## config.mk

```make
export PLATFORM = sky130hd
export DESIGN_NAME = lsu_mem_ctrl
export DESIGN_NICKNAME = d
export VERILOG_FILES = /design/src/rtl/lsu_mem_ctrl.sv
export SDC_FILE = /design/constraint.sdc
export NUM_CORES = 1
export LEC_CHECK = 0
export ABC_AREA = 1
export BUFFER_PORTS_ARGS = -buffer_cell sky130_fd_sc_hd__buf_2
export CAP_MARGIN = 20
export CORE_MARGIN = 3
export CORE_UTILIZATION = 47
export CTS_CLUSTER_SIZE = 8
export DETAILED_ROUTE_END_ITERATION = 6
export GPL_ROUTABILITY_DRIVEN = 0
export GPL_TIMING_DRIVEN = 0
export MAX_ROUTING_LAYER = met4
export PLACE_DENSITY_LB_ADDON = 0.05
export SLEW_MARGIN = 20
export SYNTH_ARGS = -nofsm -noshare
export SYNTH_HDL_FRONTEND = slang
export SYNTH_SLANG_ARGS = --single-unit
export TNS_END_PERCENT = 100
```

## constraint.sdc

```tcl
create_clock -name clk -period 1.85 [get_ports clk]
set_input_delay 0.0925 -clock clk [delete_from_list [all_inputs] [get_ports clk]]
set_output_delay 0.0925 -clock clk [all_outputs]
set_load 0.05 [all_outputs]
```

## src/rtl/lsu_mem_ctrl.sv

```systemverilog
// Load/store sequencer: turns RV32I byte-addressed loads/stores into word accesses
// on a word-indexed memory, using read-modify-write for SB/SH.
module lsu_mem_ctrl #(
    parameter int ADDR_W = 8
) (
    input  logic        clk,
    input  logic        rst,
    input  logic        req_valid,
    input  logic        req_we,
    input  logic [2:0]  req_funct3,
    input  logic [31:0] req_addr,
    input  logic [31:0] req_wdata,
    output logic        busy,
    output logic        resp_valid,
    output logic [31:0] resp_rdata,
    output logic        resp_err,
    output logic [31:0] mem_addr,
    output logic [31:0] mem_wdata,
    output logic        mem_we,
    input  logic [31:0] mem_q
);

    typedef enum logic [1:0] {
        IDLE,
        READ,
        WRITE,
        RESP
    } state_t;

    state_t      r_state;
    logic        r_we;
    logic [2:0]  r_funct3;
    logic [1:0]  r_offset;
    logic [15:0] r_wdata;
    logic [31:0] r_memAddr;
    logic [31:0] r_memWdata;
    logic [31:0] r_respRdata;
    logic        r_respValid;
    logic        r_respErr;

    logic        w_reqErr;
    logic [7:0]  w_byte;
    logic [15:0] w_half;
    logic [31:0] w_loadData;
    logic [31:0] w_mergedWord;

    always_comb begin
        w_reqErr = 1'b0;
        if (req_funct3 == 3'b011 || req_funct3 == 3'b110 || req_funct3 == 3'b111)
            w_reqErr = 1'b1;
        if (req_we && (req_funct3 == 3'b100 || req_funct3 == 3'b101))
            w_reqErr = 1'b1;
        if ((req_funct3 == 3'b001 || req_funct3 == 3'b101) && req_addr[0])
            w_reqErr = 1'b1;
        if (req_funct3 == 3'b010 && req_addr[1:0] != 2'b00)
            w_reqErr = 1'b1;
        if ((req_addr >> (ADDR_W + 2)) != 32'd0)
            w_reqErr = 1'b1;
    end

    // Lane selection is little-endian: offset 0 is the least significant byte.
    always_comb begin
        w_byte = mem_q[{r_offset, 3'b000} +: 8];
        w_half = mem_q[{r_offset[1], 4'b0000} +: 16];
        case (r_funct3)
            3'b000:  w_loadData = {{24{w_byte[7]}}, w_byte};
            3'b001:  w_loadData = {{16{w_half[15]}}, w_half};
            3'b100:  w_loadData = {24'd0, w_byte};
            3'b101:  w_loadData = {16'd0, w_half};
            default: w_loadData = mem_q;
        endcase
        w_mergedWord = mem_q;
        if (r_funct3[0])
            w_mergedWord[{r_offset[1], 4'b0000} +: 16] = r_wdata;
        else
            w_mergedWord[{r_offset, 3'b000} +: 8] = r_wdata[7:0];
    end

    always_ff @(posedge clk) begin
        if (rst) begin
            r_state     <= IDLE;
            r_we        <= 1'b0;
            r_funct3    <= 3'd0;
            r_offset    <= 2'd0;
            r_wdata     <= 16'd0;
            r_memAddr   <= 32'd0;
            r_memWdata  <= 32'd0;
            r_respRdata <= 32'd0;
            r_respValid <= 1'b0;
            r_respErr   <= 1'b0;
        end else begin
            r_respValid <= 1'b0;
            case (r_state)
                IDLE: begin
                    if (req_valid) begin
                        r_we      <= req_we;
                        r_funct3  <= req_funct3;
                        r_offset  <= req_addr[1:0];
                        r_wdata   <= req_wdata[15:0];
                        r_memAddr <= 32'(req_addr[ADDR_W+1:2]);
                        if (w_reqErr) begin
                            r_state     <= RESP;
                            r_respValid <= 1'b1;
                            r_respErr   <= 1'b1;
                            r_respRdata <= 32'd0;
                        end else if (!req_we) begin
                            r_state <= READ;
                        end else if (req_funct3 == 3'b010) begin
                            r_memWdata <= req_wdata;
                            r_state    <= WRITE;
                        end else begin
                            r_state <= READ;
                        end
                    end
                end
                READ: begin
                    if (r_we) begin
                        r_memWdata <= w_mergedWord;
                        r_state    <= WRITE;
                    end else begin
                        r_respRdata <= w_loadData;
                        r_respErr   <= 1'b0;
                        r_respValid <= 1'b1;
                        r_state     <= RESP;
                    end
                end
                WRITE: begin
                    r_respRdata <= 32'd0;
                    r_respErr   <= 1'b0;
                    r_respValid <= 1'b1;
                    r_state     <= RESP;
                end
                default: r_state <= IDLE;
            endcase
        end
    end

    // Write enable comes straight from the state register so it cannot glitch.
    assign mem_we     = (r_state == WRITE);
    assign busy       = (r_state != IDLE);
    assign resp_valid = r_respValid;
    assign resp_rdata = r_respRdata;
    assign resp_err   = r_respErr;
    assign mem_addr   = r_memAddr;
    assign mem_wdata  = r_memWdata;

endmodule
```

==> metrics.txt <==
result of the run complete, no violations; hold path startpoint req_wdata[11]; area of the mapped netlist 6360 sq um; antenna viol nets, final 0; total core area 12900 sq um; count of antenna diodes in the layout 0; Setup-failing EPs final 0; number of flops mapped to enable cells by yosys 0; post-synth top area share 30.8%; final layout net count 1405; mean instance size in the synthesized netlist 6.08 sq um; post-route DRC violation count 0; beginning of the worst register-to-register path r_state[1]; maximum number of pins on one net before global-route repair 16; clock insertion delay at the later pin of the skew report 0.36 ns; Die Outline Area 15000 sq um; count of maximum capacitance violations 0; setup slack of the most critical reg-to-reg path 0.07 ns; overall global routing resource usage 30.9%; via count of the first global-routing pass 6821; detailed-route vias per instance 5.30; number of filler cells placed in the layout 1236; root buf cell clkbuf_16; largest fanout of any net on the critical path 10; Num CTS Buffers 9; unrepaired setup endpoints after global routing yes; most instantiated library cell after synthesis nand2_1; total wirelength of the detailed-routed design 23.5 mm; final worst path period share 96.4%; DP Wirelength 17.5 mm; sequential cell area fraction in the yosys report 30.8%; Cell Rows 41; Worst Reg2Reg Path Length in Cells 9; count of boundary I/O pins 203; Highest Clock Rate 561 MHz; DR WL/cell 16.0 microns; Synth area leader dfxtp_1; path type of the worst min-delay path in2reg; number of different library cells in the post-synthesis netlist 34; arrival time reported for the critical path endpoint 2.03 ns; critical path endpoint category flop; Synth-to-Final Area Change 34.7%; largest buffer count on any clock path 2; FF+latch area 1970 sq um; non-filler cells, final 1469; async set or reset register ratio after synthesis 0%; IR drop worst, VDD 0.00119 V; post-placement cell count 1420; number of synthesized register bits 98; via count 7790; CTS clock-pin slew for the worst setup and hold paths 0.07 ns; Pins Over Slew Limit 0; DRT iter0 DRCs 821; hold violation total from the final report 0; global-route wire length before repair 35.0 mm; floorplan die height 122 microns; start-to-end type of the worst setup path reg2reg; required arrival time at the worst endpoint 2.10 ns; Max H-tree Level 3; count of synthesis-stage warnings from yosys 0; count of buffers from port buffering 178; Die Width 122 microns; slew at the pin closest to its max-slew limit 0.703 ns; DRT Pass-1 Iters 6; tightest hold margin 0.0187 ns; effective utilization at floorplan 49.2%; worst relative slew slack 53.1%; multi-input combinational cell area 3880 sq um; Hold Path Stages 3; Leak 4.20 nW; Final Skew 0.00956 ns; type of origin of the critical path flop; end point of the most critical hold path r_wdata[11]; commonest cells in the synthesized netlist 203 x nand2_1, 180 x nor2_1, 123 x o21ai_0; CTS tree done; Tot Pwr 16.3 mW; leading cell types by total area after synthesis dfxtp_1 31%, nand2_1 12%, nor2_1 11%, o21ai_0 9.7%, a21oi_1 8.0%; post-layout instance area 8570 sq um; cell count after synthesis 1047; total gr overflow 0; clk sinks 98; area of placed instances 7580 sq um; Post-synth top flop dfxtp_1; endpoint of the worst-slack reg-to-reg timing path mem_wdata[5]; ratio of total power to cell area 1900 nW/um^2; initial antenna violation count 0; clock period minus final worst setup slack 1.78 ns; fraction of final layout cells with drive strength greater than 1 28.2%
-- metrics by stage --
stage | setup TNS, ns | util, % | setup WS [ns]
2_1_floorplan | 0 | - | 0.0128
3_3_place_gp | -14.89 | 58.7 | -0.390
3_5_place_dp | -16.16 | 58.7 | -0.436
4_1_cts | -0.0145 | 63.5 | -0.0142
5_1_grt | -0.0528 | 66.3 | -0.0176
6_report | 0 | 66.3 | 0.0666
-- registers in the layout (all words and copies together), names as in the netlist --
register    cells
resp_rdata     32
r_wdata        16
mem_wdata      32
r_we            1
r_state         2
mem_addr        8
r_funct3        3
resp_err        1
r_offset        2
resp_valid      1
-- cell type report --
cell class | count | area share (%)
plain buffers | 94 | 6.96
clock buffers | 11 | 2.83
clock inverters | 4 | 0.598
inverters | 87 | 4.09
multi-input cells | 787 | 45.3
flip-flops and latches | 98 | 23.0
well taps | 172 | 2.51
repair buffers | 215 | 14.6
repair inverters | 1 | 0.0730
-- cell families (layout without fill, tap and decap cells) --
family                   count (synthesis)  in the layout  share of synthesized area (%)
adder cells (fa/ha/maj)                  9              9                           1.77
buffers and inverters                  185            412                           13.4
flip-flops                              98             98                           30.8
other                                    1             24                         0.0589
AND/OR/NAND/NOR                        483            483                           31.2
AO/OA/AOI/OAI                          271            271                           22.8
-- what timing repair did --
action,CTS,global route
hold endpoints to repair,12,0
endpoints found under the setup margin,65,73
hold buffers,10,0
resized for setup,46,90
cloned,0,3
pin swaps,4,20
buffers inserted,14,11
-- where the power goes --
group | leakage [nW] | switching (mW) | internal (mW)
Clock | 0.142 | 0.829 | 1.08
Sequential | 0.809 | 0.446 | 2.93
Combinational | 3.25 | 7.49 | 3.48
Total | 4.20 | 8.77 | 7.49
-- critical path, stage by stage (launching register included) --
cell,delay [ns]
dfxtp_2,0.32
inv_1,0.08
ha_1,0.14
clkbuf_4,0.18
clkbuf_1,0.33
o21ai_0,0.20
o22ai_1,0.20
nand3_1,0.10
nand2_1,0.08
nor2_1,0.05
-- placed cells by master, fill, tap and decap left out, types with 10 or more instances in the layout --
cell type / netlist / routed
nand2_1: 203 / 195
buf_2: 18 / 189
nor2_1: 180 / 176
o21ai_0: 123 / 115
a21oi_1: 102 / 97
dfxtp_1: 98 / 94
inv_1: 84 / 80
nand3_1: 69 / 59
buf_4: 26 / 54
clkbuf_1: 46 / 27
conb_1: 1 / 24
o22ai_1: 22 / 18
or2_2: 13 / 13
o21ai_1: 8 / 12
nand3_2: 2 / 12
clkbuf_2: 0 / 12
clkbuf_16: 0 / 11
dlygate4sd3_1: 0 / 10
-- per-layer routing --
metal | up-vias | share of wire, % | GRT usage, % | routed length [microns]
li1 | 3844 | - | - | -
met1 | 3363 | 43 | 41.5 | 9990
met2 | 491 | 41 | 44.3 | 9730
met3 | 92 | 12 | 7.88 | 2770
met4 | 0 | 4.3 | 12.3 | 999
met5 | - | 0 | - | 0
-- how the worst max path moves through the flow --
stage	start	endpoint	slack, ns
after global routing	r_state[1]	mem_wdata[22]	-0.02
after CTS	r_state[0]	resp_err	-0.01
after detailed placement	r_state[1]	resp_rdata[5]	-0.44
final	r_state[1]	mem_wdata[5]	0.07
after global placement	r_state[1]	resp_rdata[5]	-0.39
after floorplan	r_offset[1]	mem_wdata[25]	0.01
No activity file was read; power rests on OpenSTA's default activity.
